==> src/rtl/camera_capture_rgb565.sv <==
// camera_capture_rgb565
// Turns the camera's 8-bit RGB565 byte stream (vsync/href/d, high byte first) into
// 16-bit raster-order pixel writes for the frame buffer's write port. Pixels beyond
// H_PIX columns or V_PIX lines are dropped, and their presence is flagged on `clipped`.
//
// Ports:
//   clk, rst    camera pixel clock; synchronous active-high reset
//   capture_en  arms capture; only looked at on frame boundaries
//   vsync       high = vertical blanking
//   href        high = valid byte on d
//   d           camera data byte
//   addr_in     RAM write address (holds while regwrite = 0)
//   data_in     RAM write data    (holds while regwrite = 0)
//   regwrite    one-cycle write strobe per accepted pixel
//   frame_done  one-cycle pulse after vsync is seen at the end of a captured frame
//   clipped     sticky: the frame overflowed the configured window

module camera_capture_rgb565 #(
   parameter int unsigned H_PIX = 160,
   parameter int unsigned V_PIX = 120,
   parameter int unsigned AW    = 17,
   parameter int unsigned DW    = 16
) (
   input  logic          clk,
   input  logic          rst,
   input  logic          capture_en,
   input  logic          vsync,
   input  logic          href,
   input  logic [7:0]    d,
   output logic [AW-1:0] addr_in,
   output logic [DW-1:0] data_in,
   output logic          regwrite,
   output logic          frame_done,
   output logic          clipped
);

   // Counters reach H_PIX / V_PIX inclusive so "limit reached" is representable.
   localparam int unsigned CW = $clog2(H_PIX + 1);
   localparam int unsigned RW = $clog2(V_PIX + 1);

   localparam logic [CW-1:0] ColLim  = CW'(H_PIX);
   localparam logic [RW-1:0] RowLim  = RW'(V_PIX);
   localparam logic [AW-1:0] RowStep = AW'(H_PIX);

   localparam logic [1:0] StIdle    = 2'd0;
   localparam logic [1:0] StSync    = 2'd1;
   localparam logic [1:0] StCapture = 2'd2;

   logic [1:0]    state_q, state_d;
   logic [CW-1:0] col_q;
   logic [RW-1:0] row_q;
   logic [AW-1:0] row_base_q;
   logic          phase_q;
   logic [7:0]    hi_q;
   logic          href_q;     // previous href, for falling-edge detection
   logic          line_pix_q; // current line has produced a complete pixel

   logic start_frame;
   logic pix_ok;

   assign start_frame = (state_q == StSync) && !vsync;
   assign pix_ok      = (col_q < ColLim) && (row_q < RowLim);

   always_comb begin
      state_d = state_q;
      unique case (state_q)
         StIdle:    if (capture_en && vsync) state_d = StSync;
         StSync:    if (!vsync) state_d = StCapture;
         StCapture: if (vsync) state_d = capture_en ? StSync : StIdle;
         default:   state_d = StIdle;
      endcase
   end

   always_ff @(posedge clk) begin
      if (rst) begin
         state_q    <= StIdle;
         addr_in    <= '0;
         data_in    <= '0;
         regwrite   <= 1'b0;
         frame_done <= 1'b0;
         clipped    <= 1'b0;
         col_q      <= '0;
         row_q      <= '0;
         row_base_q <= '0;
         phase_q    <= 1'b0;
         hi_q       <= '0;
         href_q     <= 1'b0;
         line_pix_q <= 1'b0;
      end else begin
         state_q    <= state_d;
         regwrite   <= 1'b0;
         frame_done <= 1'b0;
         href_q     <= 1'b0;

         if (start_frame) begin
            col_q      <= '0;
            row_q      <= '0;
            row_base_q <= '0;
            phase_q    <= 1'b0;
            clipped    <= 1'b0;
            line_pix_q <= 1'b0;
         end else if (state_q == StCapture) begin
            if (vsync) begin
               // End of frame: any half-assembled pixel is simply abandoned.
               frame_done <= 1'b1;
               phase_q    <= 1'b0;
               line_pix_q <= 1'b0;
            end else begin
               href_q <= href;
               if (href) begin
                  phase_q <= ~phase_q;
                  if (!phase_q) begin
                     hi_q <= d;
                  end else begin
                     line_pix_q <= 1'b1;
                     if (pix_ok) begin
                        addr_in  <= row_base_q + AW'(col_q);
                        data_in  <= DW'({hi_q, d});
                        regwrite <= 1'b1;
                        col_q    <= col_q + 1'b1;
                     end else begin
                        clipped <= 1'b1;
                     end
                  end
               end else if (href_q) begin
                  // Line end: drop an odd trailing byte, advance only if the line had pixels.
                  phase_q <= 1'b0;
                  if (line_pix_q) begin
                     col_q      <= '0;
                     line_pix_q <= 1'b0;
                     if (row_q < RowLim) begin
                        row_q      <= row_q + 1'b1;
                        row_base_q <= row_base_q + RowStep;
                     end
                  end
               end
            end
         end
      end
   end

endmodule
==> config.mk <==
export PLATFORM = sky130hd
export DESIGN_NAME = camera_capture_rgb565
export DESIGN_NICKNAME = d
export VERILOG_FILES = /design/src/rtl/camera_capture_rgb565.sv
export SDC_FILE = /design/constraint.sdc
export NUM_CORES = 1
export LEC_CHECK = 0
export CAP_MARGIN = 0
export CORE_MARGIN = 5
export CORE_UTILIZATION = 57
export CTS_CLUSTER_SIZE = 40
export DETAILED_ROUTE_END_ITERATION = 16
export MAX_ROUTING_LAYER = met4
export PLACE_DENSITY = 0.84
export REMOVE_ABC_BUFFERS = 1
export SETUP_SLACK_MARGIN = 0.5
export SLEW_MARGIN = 0
export SYNTH_ARGS = -nofsm -noshare
export SYNTH_HDL_FRONTEND = slang
export SYNTH_SLANG_ARGS = --single-unit
==> constraint.sdc <==
create_clock -name clk -period 2.5 [get_ports clk]
set_input_delay 0.75 -clock clk [delete_from_list [all_inputs] [get_ports clk]]
set_output_delay 0.75 -clock clk [all_outputs]
set_load 0.05 [all_outputs]
# Word level (Yosys, flattened, before mapping)
# Index checks and enable logic that the tools add are counted.
totals:
  ff_bits: 81
  input_bits: 13
  output_inout_bits: 36
op_classes:
  addsub: 4
  order_cmp: 2
  n_eq_ne: 8
  mux: 18
  n_bitwise: 6
  n_reduce_logical: 20
ops:
  columns: ["operator", "count"]
  rows:
  - ["8-bit 2-to-1 mux", 5]
  - ["6-bit AND reduction", 3]
  - ["17-bit by 8-bit adder with 17-bit output", 1]
  - ["17-bit by 8-bit adder with 17-bit output (second input constant)", 1]
  - ["5-bit AND reduction", 2]
  - ["1-bit 2-to-1 mux", 9]
  - ["8-bit by 1-bit adder with 8-bit output (second input constant)", 1]
  - ["8-bit less-than comparator (second input constant)", 1]
  - ["7-bit by 1-bit adder with 7-bit output (second input constant)", 1]
  - ["7-bit less-than comparator (second input constant)", 1]
  - ["2-bit 2-to-1 mux", 3]
  - ["2-bit inequality test (second input constant)", 3]
  - ["1-bit NOT", 6]
  - ["2-bit one-hot mux with 3 select lines", 1]
  - ["3-bit AND reduction", 2]
  - ["6-bit OR reduction", 1]
  - ["2-bit by 1-bit inequality test with 1-bit output (second input constant)", 2]
  - ["2-bit nonzero test", 2]
  - ["4-bit OR reduction", 1]
  - ["1-bit logical AND", 3]
  - ["3-bit by 2-bit inequality test with 1-bit output (second input constant)", 1]
  - ["3-bit nonzero test", 1]
  - ["3-bit OR reduction", 1]
  - ["2-bit by 1-bit equality test with 1-bit output (second input constant)", 1]
  - ["other kinds (5)", 5]

# Logic depth before layout (Yosys ltp)
# Gate-level depths: netlist (run 1).
logic_depth:
  depth_word: 5
  ltp_mapped: 6
  depth_no_buf: 6

# Worst setup path before layout (run 1)
# Ideal clock, no wire load.
synth_timing:
  path_kind: "in2reg"
  startpoint: "input vsync"
  endpoint: "register col_q[5]"
  setup_time_ps: 70
  arrival_time_ps: 1842
  t_required_ps: 2430
  path_slack_ps: 588
  cell_stages: 4
  path_buffers: 0
  path_cell_list: "and4bb_2 > nand4_4 > or4_1 > a21oi_1"
synth_via:
  elab_chain_len: 3
  word_cells_on_any_way: 5
synth_lines:
  columns: ["element", "line_no", "source"]
  rows:
  - ["start: declaration", "27", "input logic vsync,"]
  - ["1-bit logical NOT", null, null]
  - ["1-bit logical AND", "61", "assign start_frame = (state_q == StSync) && !vsync;"]
  - ["2-bit OR reduction (no line)", null, null]
  - ["end signal: assignment", "120", "col_q <= col_q + 1'b1;"]
  - ["end: declaration", "50", "logic [CW-1:0] col_q;"]
# Parallel ways exist; a longest one is shown, timed or not.
# A chain may end at the register's enable or synchronous reset.

# Worst setup path after layout (run 1)
layout_timing:
  startpoint: "register addr_in[7]"
  endpoint: "output addr_in[7]"
layout_rtl:
  columns: ["element", "line_no", "source"]
  rows:
  - ["start: declaration", "30", "output logic [AW-1:0] addr_in,"]
  - ["start signal: assignment", "117", "addr_in <= row_base_q + AW'(col_q);"]
# No word-level cell between the ends.

==> results.py, run 1 <==
metrics = {
    "worst_hold_path": {
        "min_path_cells": 2,
        "min_from": "data_in[6]",
        "hold_end": "data_in[6]",
        "hp-class": "reg2reg",
    },
    "yosys": {
        "synth.avg_cell_area_um2": 8.71,
        "synth_cell_types": 42,
        "syn_inst": 364,
        "synthFlopType": "dfxtp_1",
        "yosys_warnings": 0,
        "synth-seq-cells": 76,
        "synth-seq-area-share_pct": 48.0,
        "async_reset_ff_share_pct": 0,
        "syn_area_mm2": 0.00317,
        "synth-edff-count": 0,
    },
    "finish": {
        "area_growth_pct": 25.9,
        "finalCoreUtilization_pct": 73.0,
        "insertedDiodeCount": 0,
        "nNetsFinal": 441,
        "final_cells": 498,
        "drive_above_1_share_pct": 14.3,
    },
    "power_and_ir_drop": {
        "power_density_mw_per_mm2": 561,
        "leakage_nw": 1.46,
        "ir_drop_mv": 0.428,
    },
    "setup_path": {
        "r2r-start": "col_q[5]",
        "ff2ff_setup_slack_ns": 0.67,
        "crit_slowest_cell": "clkdlybuf4s15_1",
        "crit_path_max_fanout": 2,
        "cp_top_family": "buffers and inverters",
        "crit_type": "reg2out",
        "start_kind": "flop",
        "cp_data_arrival_time_ns": 1.21,
        "crit_buf_inv": 1,
        "crit_required_ns": 1.75,
        "crit_path_cell_trace": "clkdlybuf4s15_1",
        "critPathMaxStageDelay_ns": 0.51,
        "r2r_cells": 6,
        "endpoint_kind": "output pin",
        "r2r-end": "addr_in[13]",
    },
    "routing": {
        "vias": 2829,
        "drt_iter0_markers": 188,
        "detail-route-antenna-nets": 0,
        "wl_mm": 7.75,
        "post_drt_wl_per_cell_um": 15.6,
        "dr.pass1.iters": 4,
        "viasPerCell": 5.68,
        "route.detailed.drc": 0,
    },
    "timing": {
        "slew-limit-headroom_pct": 66.3,
        "finalMaxSlewViolations": 0,
        "setup_violations": 0,
        "fin_skew_ns": 0.00983,
        "fmaxAchievable_mhz": 511,
        "whs_ns": 0.456,
        "setup-tns-final_ns": 0,
        "rsz0062_at_grt": "no",
        "hold_viol_final": 0,
        "min_period_ns": 1.96,
        "worst_slew_pin_slew_ns": 0.507,
        "fin_crit_sh_pct": 78.3,
    },
    "placed_design": {
        "dp.cells": 475,
        "place.gp.congestion": 0.864,
        "io_buffers": 48,
        "dp_hpwl_mm": 4.78,
    },
    "clock_network": {
        "ctsHoldBuffers": 0,
        "cts-root-buf": "clkbuf_8",
        "cts_buffers": 9,
        "ctsHtreeMaxLevel": 3,
        "cts.sinks": 76,
        "clk_pin_slew_ns": 0.08,
        "clk_latency_ns": 0.35,
        "cts_tree": "done",
        "clk_path_buf_depth": 2,
    },
    "global_route": {
        "overflow": 0,
        "met3_usage_pct": 5.99,
        "grt_pass1_wl_mm": 13.4,
        "grt_usage_pct": 24.1,
        "grt_max_degree": 39,
        "met2_usage_pct": 39.1,
        "antenna_found_initial": 0,
        "grt_most_used_layer": "met2",
        "use_met1_pct": 28.1,
        "grt_pass1_vias": 2861,
    },
    "outcome": {
        "status": "finished, final reports clean",
    },
    "die": {
        "core_mm2": 0.00547,
        "die_h_um": 84.6,
        "start_util_pct": 58.0,
        "num_io_pins": 49,
        "placement_rows": 27,
        "die-area_mm2": 0.00716,
        "fp.dieW_um": 84.6,
    },
    "flow_run": {
        "drv_cap": 0,
    },
}
cells by family after synthesis:
logic type / synth area share [%]
xor+xnor: 4.97
flops: 48.0
buf+inv: 3.00
compound gates: 15.2
mux: 3.16
simple gates: 22.7
fa+ha+maj: 3.00
sequential cells by signal, indices dropped and copies added (netlist names):
name / cells
href_q: 1
row_base_q: 12
state_q: 2
hi_q: 8
line_pix_q: 1
regwrite: 1
addr_in: 17
col_q: 8
data_in: 16
row_q: 7
frame_done: 1
phase_q: 1
clipped: 1
worst reg2reg max path, stage by stage, from the launching register on:
cell     delay (ns)
dfxtp_1        0.37
ha_1           0.25
fa_1           0.43
a21oi_1        0.30
nor3b_1        0.11
xnor2_1        0.17
a21oi_1        0.08
area by class of cell:
| class | instances | area (µm²) |
|---|---|---|
| repair buffers | 66 | 569 |
| fillers | 416 | 1480 |
| clock buffers | 10 | 138 |
| flip-flops and latches | 76 | 1520 |
| well taps | 72 | 90.1 |
| inverters | 2 | 7.51 |
| multi-input cells | 266 | 1590 |
| clock inverters | 6 | 72.6 |
routing by layer:
layer | wire length [µm] | up-vias
met4 | 170 | 0
met2 | 3880 | 76
met3 | 353 | 17
li1 | - | 1390
met5 | 0 | -
met1 | 3350 | 1346
through the flow:
stage	instance area (µm²)	setup slack [ns]	power [mW]
after floorplan	3080	0.200	1.26
after global placement	3750	0.0876	1.30
after detailed placement	3750	0.00254	1.30
after CTS	4030	0.441	2.26
after global routing	3990	0.500	2.33
final	3990	0.542	2.24
synthesized netlist by cell type, types with 2 or more instances:
| cell type | count | share of area, % |
|---|---|---|
| a211oi_1 | 5 | 1.2 |
| a21o_1 | 3 | 0.71 |
| a21oi_1 | 48 | 7.6 |
| and3_1 | 2 | 0.39 |
| and4bb_2 | 2 | 0.79 |
| buf_2 | 7 | 1.1 |
| clkbuf_1 | 12 | 1.4 |
| dfxtp_1 | 76 | 48 |
| ha_1 | 6 | 2.4 |
| inv_1 | 2 | 0.24 |
| mux2i_1 | 10 | 3.2 |
| nand2_1 | 61 | 7.2 |
| nand2b_1 | 5 | 0.99 |
| nand3_1 | 4 | 0.63 |
| nand4_1 | 8 | 1.6 |
| nand4_2 | 3 | 1.2 |
| nor2_1 | 32 | 3.8 |
| nor3_1 | 5 | 0.79 |
| o21ai_0 | 18 | 2.8 |
| o21ai_1 | 2 | 0.32 |
| o31ai_1 | 4 | 0.95 |
| or3_1 | 12 | 2.4 |
| or4_1 | 2 | 0.47 |
| xnor2_1 | 9 | 2.5 |
| xor2_1 | 9 | 2.5 |
how the worst max path moves through the flow:
stage	slack, ns	to	from	depth (start not counted)
floorplan	0.20	addr_in[10]	vsync	4
global placement	0.09	row_base_q[16]	href	5
detailed placement	0.003	row_base_q[12]	href	5
CTS	0.44	addr_in[8]	addr_in[8]	1
global route	0.50	addr_in[0]	addr_in[0]	1
finish	0.54	addr_in[7]	addr_in[7]	1
cells in the final DEF, fill, tap and decap left out, types with 12 or more instances in the layout:
| cell type | synthesis | final |
|---|---|---|
| or3_1 | 12 | 12 |
| nand2_1 | 61 | 61 |
| clkdlybuf4s15_1 | 0 | 18 |
| o21ai_0 | 18 | 18 |
| nor2_1 | 32 | 32 |
| a21oi_1 | 48 | 48 |
| dfxtp_1 | 76 | 76 |
| clkbuf_2 | 0 | 16 |
| buf_4 | 1 | 14 |
report_power, final:
| group | internal [mW] | switching, mW |
|---|---|---|
| logic | 0.0273 | 0.0362 |
| registers | 1.21 | 0.00183 |
| clock network | 0.497 | 0.468 |
repair_timing:
action / in CTS / in global routing
gates cloned: 2 / 0
endpoints found under the setup margin: 61 / 37
resized for setup: 50 / 46
pin swaps: 6 / 0
buffers inserted: 5 / 0
No activity file was read; power rests on OpenSTA's default activity.
==> inputs of run 2 (changes only) <==
--- a/config.mk
+++ b/config.mk
@@ -7,11 +7,11 @@
 export LEC_CHECK = 0
 export CAP_MARGIN = 0
 export CORE_MARGIN = 5
-export CORE_UTILIZATION = 57
+export CORE_UTILIZATION = 53
 export CTS_CLUSTER_SIZE = 40
 export DETAILED_ROUTE_END_ITERATION = 16
 export MAX_ROUTING_LAYER = met4
-export PLACE_DENSITY = 0.84
+export PLACE_DENSITY = 0.79
 export REMOVE_ABC_BUFFERS = 1
 export SETUP_SLACK_MARGIN = 0.5
 export SLEW_MARGIN = 0
==> constraint.sdc (replaced) <==
create_clock -name clk -period 1.9 [get_ports clk]
set_input_delay 0.57 -clock clk [delete_from_list [all_inputs] [get_ports clk]]
set_output_delay 0.57 -clock clk [all_outputs]
set_load 0.05 [all_outputs]
==> results.py, run 2 (synthesized netlist as in run 1, its figures left out) <==
metrics = {
    "outcome": {
        "status": "finished, final reports clean",
    },
    "clock_network": {
        "cts_tree": "done",
        "cts-root-buf": "clkbuf_8",
        "cts.sinks": 76,
        "clk_path_buf_depth": 2,
        "clk_latency_ns": 0.37,
        "ctsHoldBuffers": 0,
        "ctsHtreeMaxLevel": 3,
        "cts_buffers": 9,
        "clk_pin_slew_ns": 0.10,
    },
    "power_and_ir_drop": {
        "power_mw": 3.02,
        "power_density_mw_per_mm2": 543,
        "leakage_nw": 2.20,
        "ir_drop_mv": 0.568,
    },
    "routing": {
        "wl_mm": 15.2,
        "viasPerCell": 6.72,
        "detail-route-antenna-nets": 0,
        "post_drt_wl_per_cell_um": 26.9,
        "vias": 3799,
        "drt_iter0_markers": 417,
        "route.detailed.drc": 0,
        "dr.pass1.iters": 5,
    },
    "finish": {
        "final_common_cell": "buf_4",
        "area_growth_pct": 75.7,
        "multi_input_area_mm2": 0.00215,
        "fin_area_mm2": 0.00557,
        "largest-register": "addr_in",
        "insertedDiodeCount": 0,
        "largest_register_ffs": 17,
        "seqCellArea_mm2": 0.00163,
        "finalCoreUtilization_pct": 94.7,
        "top_regs": "addr_in (17), data_in (16), row_base_q (12)",
        "final_cell_mix": "buf_4, dfxtp_2, buf_8",
        "nNetsFinal": 506,
        "final_cells": 565,
        "drive_above_1_share_pct": 59.2,
        "nFillCells": 145,
    },
    "global_route": {
        "antenna_found_initial": 0,
        "grt_usage_pct": 27.9,
        "grt_pass1_wl_mm": 16.0,
        "overflow": 0,
        "grt_pass1_vias": 3266,
        "grt_max_degree": 39,
    },
    "setup_path": {
        "cp_data_arrival_time_ns": 2.07,
        "crit_path_max_fanout": 8,
        "start_kind": "flop",
        "endpoint_kind": "flop",
        "crit_required_ns": 2.13,
        "crit_type": "reg2reg",
    },
    "die": {
        "die-area_mm2": 0.00763,
        "fp.dieW_um": 87.4,
        "start_util_pct": 53.9,
        "core_mm2": 0.00589,
        "die_h_um": 87.4,
        "num_io_pins": 49,
        "placement_rows": 28,
    },
    "timing": {
        "setup-tns-final_ns": 0,
        "rsz0062_at_grt": "yes",
        "min_period_ns": 1.84,
        "fmaxAchievable_mhz": 543,
        "setup_violations": 0,
        "finalMaxSlewViolations": 0,
        "slew-limit-headroom_pct": 71.4,
        "hold_viol_final": 0,
        "fin_crit_sh_pct": 97.0,
        "fin_skew_ns": 0.0131,
        "whs_ns": 0.484,
        "worst_slew_pin_slew_ns": 0.428,
        "timing.final.ws_setup_ns": 0.0570,
    },
    "placed_design": {
        "dp_slack_ns": -0.349,
        "io_buffers": 48,
        "dp_hpwl_mm": 4.99,
        "dp.cells": 487,
        "place_area_mm2": 0.00375,
        "place.gp.congestion": 0.782,
    },
    "flow_run": {
        "drv_cap": 0,
    },
    "worst_hold_path": {
        "hp-class": "reg2reg",
    },
}
[run 2: changes by cell type in the layout (fill, tap and decap cells not counted), sizes merged, moves of 2 or more]
cell,previous run,this run
dlygate4sd2,4,0
buf,17,116
clkbuf,26,13
clkdlybuf4s15,18,0
clkinvlp,1,3
[run 2: path summary, 6_finish.rpt]
kind / startpoint / to / slack, ns / cells past startpoint
worst max-delay path: state_q[0] / col_q[6] / 0.06 / 6
worst min-delay path: hi_q[7] / data_in[15] / 0.48 / 2
worst max register to register: state_q[0] / col_q[6] / 0.06 / 6
worst min register to register: hi_q[7] / data_in[15] / 0.48 / 2
[run 2: final cells by class]
cell class                 count  area share (%)
tap                           75            1.68
clock inverter                 6            1.19
timing repair buffer         130            27.0
clock buffer                   9            2.22
sequential                    76            29.2
inverter                       2           0.135
multi-input combinational    267            38.5
[run 2: timing repair]
item / in CTS / in global routing
gates cloned: 4 / 6
pin swaps: 63 / 52
setup endpoints to repair: 108 / 108
buffers inserted: 33 / 20
gates resized for setup: 199 / 119
[run 2: routing by layer]
metal | share of wire [%] | wire (µm) | up-vias | track usage [%]
met3 | 9.0 | 1370 | 142 | 6.05
met5 | 0 | 0 | - | -
met4 | 8.2 | 1250 | 0 | 14.1
met2 | 47 | 7200 | 359 | 47.1
li1 | - | - | 1528 | -
met1 | 35 | 5360 | 1770 | 30.8
[run 2: power breakdown]
part	total (mW)	switching [mW]	internal, mW
registers	1.58	0.00433	1.57
logic	0.144	0.0815	0.0623
clock network	1.30	0.703	0.600
[run 2: worst max-delay path, stage by stage (launching register included)]
cell and delay, ns:
dfxtp_4 0.37, and4bb_2 0.38, nand4_4 0.16, buf_6 0.17, buf_8 0.14, o21ai_0 0.31, a21oi_1 0.17
==> inputs of run 3 (changes only) <==
--- a/config.mk
+++ b/config.mk
@@ -5,14 +5,11 @@
 export SDC_FILE = /design/constraint.sdc
 export NUM_CORES = 1
 export LEC_CHECK = 0
-export CAP_MARGIN = 0
 export CORE_MARGIN = 5
 export CORE_UTILIZATION = 53
 export CTS_CLUSTER_SIZE = 40
 export DETAILED_ROUTE_END_ITERATION = 16
-export MAX_ROUTING_LAYER = met4
 export PLACE_DENSITY = 0.79
-export REMOVE_ABC_BUFFERS = 1
 export SETUP_SLACK_MARGIN = 0.5
 export SLEW_MARGIN = 0
 export SYNTH_ARGS = -nofsm -noshare
==> results.py, run 3 <==
metrics = {
    "timing": {
        "grt_worst_setup_endpoint": "addr_in[15]$_SDFFE_PP0P_/D",
        "worstEndpointType": "register input",
    },
    "die": {
        "die_h_um": 87.4,
        "fp.dieW_um": 87.4,
        "num_io_pins": 49,
        "placement_rows": 28,
        "start_util_pct": 53.9,
    },
    "global_route": {
        "grt_max_degree": 39,
        "antenna_found_initial": 0,
    },
    "clock_network": {
        "cts.sinks": 76,
        "cts_buffers": 9,
        "cts-root-buf": "clkbuf_8",
        "ctsHtreeMaxLevel": 3,
        "clk_path_buf_depth": 2,
    },
    "yosys": {
        "synth.avg_cell_area_um2": 8.71,
        "synth-seq-cells": 76,
        "synth_common_cells": "dfxtp_1, nand2_1, a21oi_1, nor2_1, o21ai_0",
        "async_reset_ff_share_pct": 0,
        "synth-edff-count": 0,
        "syn-num-nets": 384,
        "synth.top_cell.area_share_pct": 48.0,
        "synth_top_area_cell": "dfxtp_1",
        "synth_cell_types": 42,
        "synthFlopType": "dfxtp_1",
        "syn_area_mm2": 0.00317,
        "post-synth-top-count-cell": "dfxtp_1",
        "synth-seq-area-share_pct": 48.0,
        "syn_inst": 364,
        "yosys_warnings": 0,
        "synthTopCellsByArea": "dfxtp_1, a21oi_1, nand2_1",
    },
    "outcome": {
        "error_line": "[ERROR DPL-0033] detailed placement checks failed during check placement.",
        "haltStage": "global routing (5_1_grt)",
        "status": "aborted with a tool error",
    },
    "placed_design": {
        "place.gp.congestion": 0.832,
        "dp.cells": 483,
        "io_buffers": 48,
        "place_area_mm2": 0.00377,
        "dp_hpwl_mm": 4.93,
    },
}
run 3: cell counts after synthesis:
No cell type changed its count.
run 3: logic make-up after synthesis:
family	synth area share, %
AND/OR/NAND/NOR	22.7
AO/OA/AOI/OAI	15.2
flip-flops	48.0
buffers and inverters	3.00
XOR/XNOR	4.97
multiplexers	3.16
adder cells (fa/ha/maj)	3.00
run 3: what timing repair did:
| item | CTS |
|---|---|
| setup buffers | 26 |
| endpoints found under the setup margin | 108 |
| endpoints found under the hold margin | 0 |
| pin swaps | 28 |
| hold buffers | 0 |
| gates resized for setup | 180 |
| cloned | 9 |
run 3: per-stage QoR:
step | hold WS, ns | setup WS, ns
floorplan | 0.431 | 0.226
global placement | 0.435 | -0.320
detailed placement | 0.442 | -0.420
CTS | 0.444 | 0.320
==> inputs of run 4 (changes only) <==
--- a/config.mk
+++ b/config.mk
@@ -6,11 +6,9 @@
 export NUM_CORES = 1
 export LEC_CHECK = 0
 export CORE_MARGIN = 5
-export CORE_UTILIZATION = 53
-export CTS_CLUSTER_SIZE = 40
+export CORE_UTILIZATION = 40
 export DETAILED_ROUTE_END_ITERATION = 16
-export PLACE_DENSITY = 0.79
-export SETUP_SLACK_MARGIN = 0.5
+export PLACE_DENSITY_LB_ADDON = 0.15
 export SLEW_MARGIN = 0
 export SYNTH_ARGS = -nofsm -noshare
 export SYNTH_HDL_FRONTEND = slang
==> results.py, run 4 (synthesized netlist as in run 1, its figures left out) <==
metrics = {
    "finish": {
        "largest-register": "addr_in",
        "insertedDiodeCount": 0,
        "largest_register_ffs": 17,
        "finalCoreUtilization_pct": 52.1,
        "final_common_cell": "dfxtp_1",
        "final_cell_mix": "dfxtp_1, nand2_1, buf_4",
        "top_regs": "addr_in (17), data_in (16), row_base_q (12)",
        "area_growth_pct": 27.0,
        "multi_input_area_mm2": 0.00159,
        "nFillCells": 738,
        "seqCellArea_mm2": 0.00152,
        "fin_area_mm2": 0.00403,
        "nNetsFinal": 443,
        "drive_above_1_share_pct": 19.4,
    },
    "timing": {
        "rsz0062_at_grt": "no",
        "fmaxAchievable_mhz": 564,
        "setup-tns-final_ns": 0,
        "min_period_ns": 1.77,
        "fin_skew_ns": 0.00712,
        "worst_slew_pin_slew_ns": 0.429,
        "hold_viol_final": 0,
        "slew-limit-headroom_pct": 71.3,
        "setup_violations": 0,
        "finalMaxSlewViolations": 0,
        "fin_crit_sh_pct": 93.3,
        "timing.final.ws_setup_ns": 0.128,
        "whs_ns": 0.450,
    },
    "placed_design": {
        "place.gp.congestion": 0.839,
        "dp_slack_ns": -0.425,
        "io_buffers": 48,
        "dp_hpwl_mm": 5.05,
        "place_area_mm2": 0.00377,
    },
    "clock_network": {
        "cts-root-buf": "clkbuf_8",
        "ctsHtreeMaxLevel": 3,
        "cts.sinks": 76,
        "clk_path_buf_depth": 2,
        "cts_tree": "done",
        "clk_pin_slew_ns": 0.08,
        "cts_buffers": 9,
        "ctsHoldBuffers": 0,
        "clk_latency_ns": 0.35,
    },
    "routing": {
        "post_drt_wl_per_cell_um": 14.0,
        "dr.pass1.iters": 4,
        "viasPerCell": 5.15,
        "drt_iter0_markers": 115,
        "vias": 2729,
        "route.detailed.drc": 0,
        "wl_mm": 7.43,
        "detail-route-antenna-nets": 0,
    },
    "die": {
        "core_mm2": 0.00773,
        "num_io_pins": 49,
        "placement_rows": 32,
        "fp.dieW_um": 99.0,
        "start_util_pct": 41.0,
        "die-area_mm2": 0.00981,
        "die_h_um": 99.0,
    },
    "setup_path": {
        "crit_type": "reg2reg",
        "crit_path_max_fanout": 6,
        "critPathLaunch": "col_q[5]",
        "start_kind": "flop",
        "cp_data_arrival_time_ns": 2.01,
        "critPathMaxStageDelay_ns": 0.44,
        "crit_required_ns": 2.13,
        "crit_path_cell_trace": "ha_1 -> fa_1 -> a21o_1 -> nand4_1 -> xor2_1 -> a21oi_1",
        "endpoint_kind": "flop",
        "r2r-start": "col_q[5]",
        "crit_buf_inv": 0,
        "cp_top_family": "adder cells",
        "crit_slowest_cell": "fa_1",
    },
    "power_and_ir_drop": {
        "leakage_nw": 1.48,
        "ir_drop_mv": 0.348,
        "power_density_mw_per_mm2": 717,
    },
    "global_route": {
        "grt_pass1_vias": 2597,
        "antenna_found_initial": 0,
        "overflow": 0,
        "grt_usage_pct": 15.7,
        "grt_max_degree": 45,
        "grt_pass1_wl_mm": 12.7,
    },
    "flow_run": {
        "drv_cap": 0,
    },
    "outcome": {
        "status": "finished, final reports clean",
    },
    "yosys": {
        "syn-num-nets": 384,
    },
    "worst_hold_path": {
        "min_from": "hi_q[0]",
        "hp-class": "reg2reg",
    },
}
-- run 4: routing by layer --
metal	GRT usage, %	up-vias	part of all wire (%)
li1	-	1392	-
met1	20.8	1285	47
met2	25.1	43	48
met3	3.89	9	4.1
met4	4.83	0	1.3
met5	0	-	0
-- run 4: path summary, 6_finish.rpt --
check | endpoint | slack, ns | cells past startpoint
worst max register to register | addr_in[15] | 0.13 | 6
worst min register to register | data_in[8] | 0.45 | 2
worst max-delay path | addr_in[15] | 0.13 | 6
worst min-delay path | data_in[8] | 0.45 | 2
-- run 4: cell type report --
| class | instances | area share (%) |
|---|---|---|
| Inverter | 2 | 0.186 |
| Timing Repair Buffer | 68 | 14.6 |
| Multi-Input combinational cell | 266 | 39.5 |
| Tap cell | 102 | 3.17 |
| Clock buffer | 9 | 3.08 |
| Clock inverter | 7 | 1.68 |
| Sequential cell | 76 | 37.8 |
-- run 4: repair_timing --
action,CTS,global route
endpoints found under the setup margin,7,27
setup buffers,0,0
endpoints found under the hold margin,0,0
gates resized for setup,6,4
pin swaps,1,1
cloned,0,1
-- run 4: through the flow --
stage / power (mW) / instances
after floorplan: 1.67 / 364
after global placement: 1.73 / 513
after detailed placement: 1.72 / 513
after CTS: 2.93 / 529
after global routing: 3.01 / 530
final: 2.89 / 530
-- run 4: tightest hold or removal path, cell delays in order, from the launching register on --
cell     delay, ns
dfxtp_1       0.32
nand2_1       0.05
a21oi_1       0.05
-- run 4: power breakdown --
group | switching (mW) | leakage (nW) | internal (mW)
clock | 0.604 | 0.0910 | 0.599
sequential | 0.00245 | 0.612 | 1.59
combinational | 0.0494 | 0.782 | 0.0409
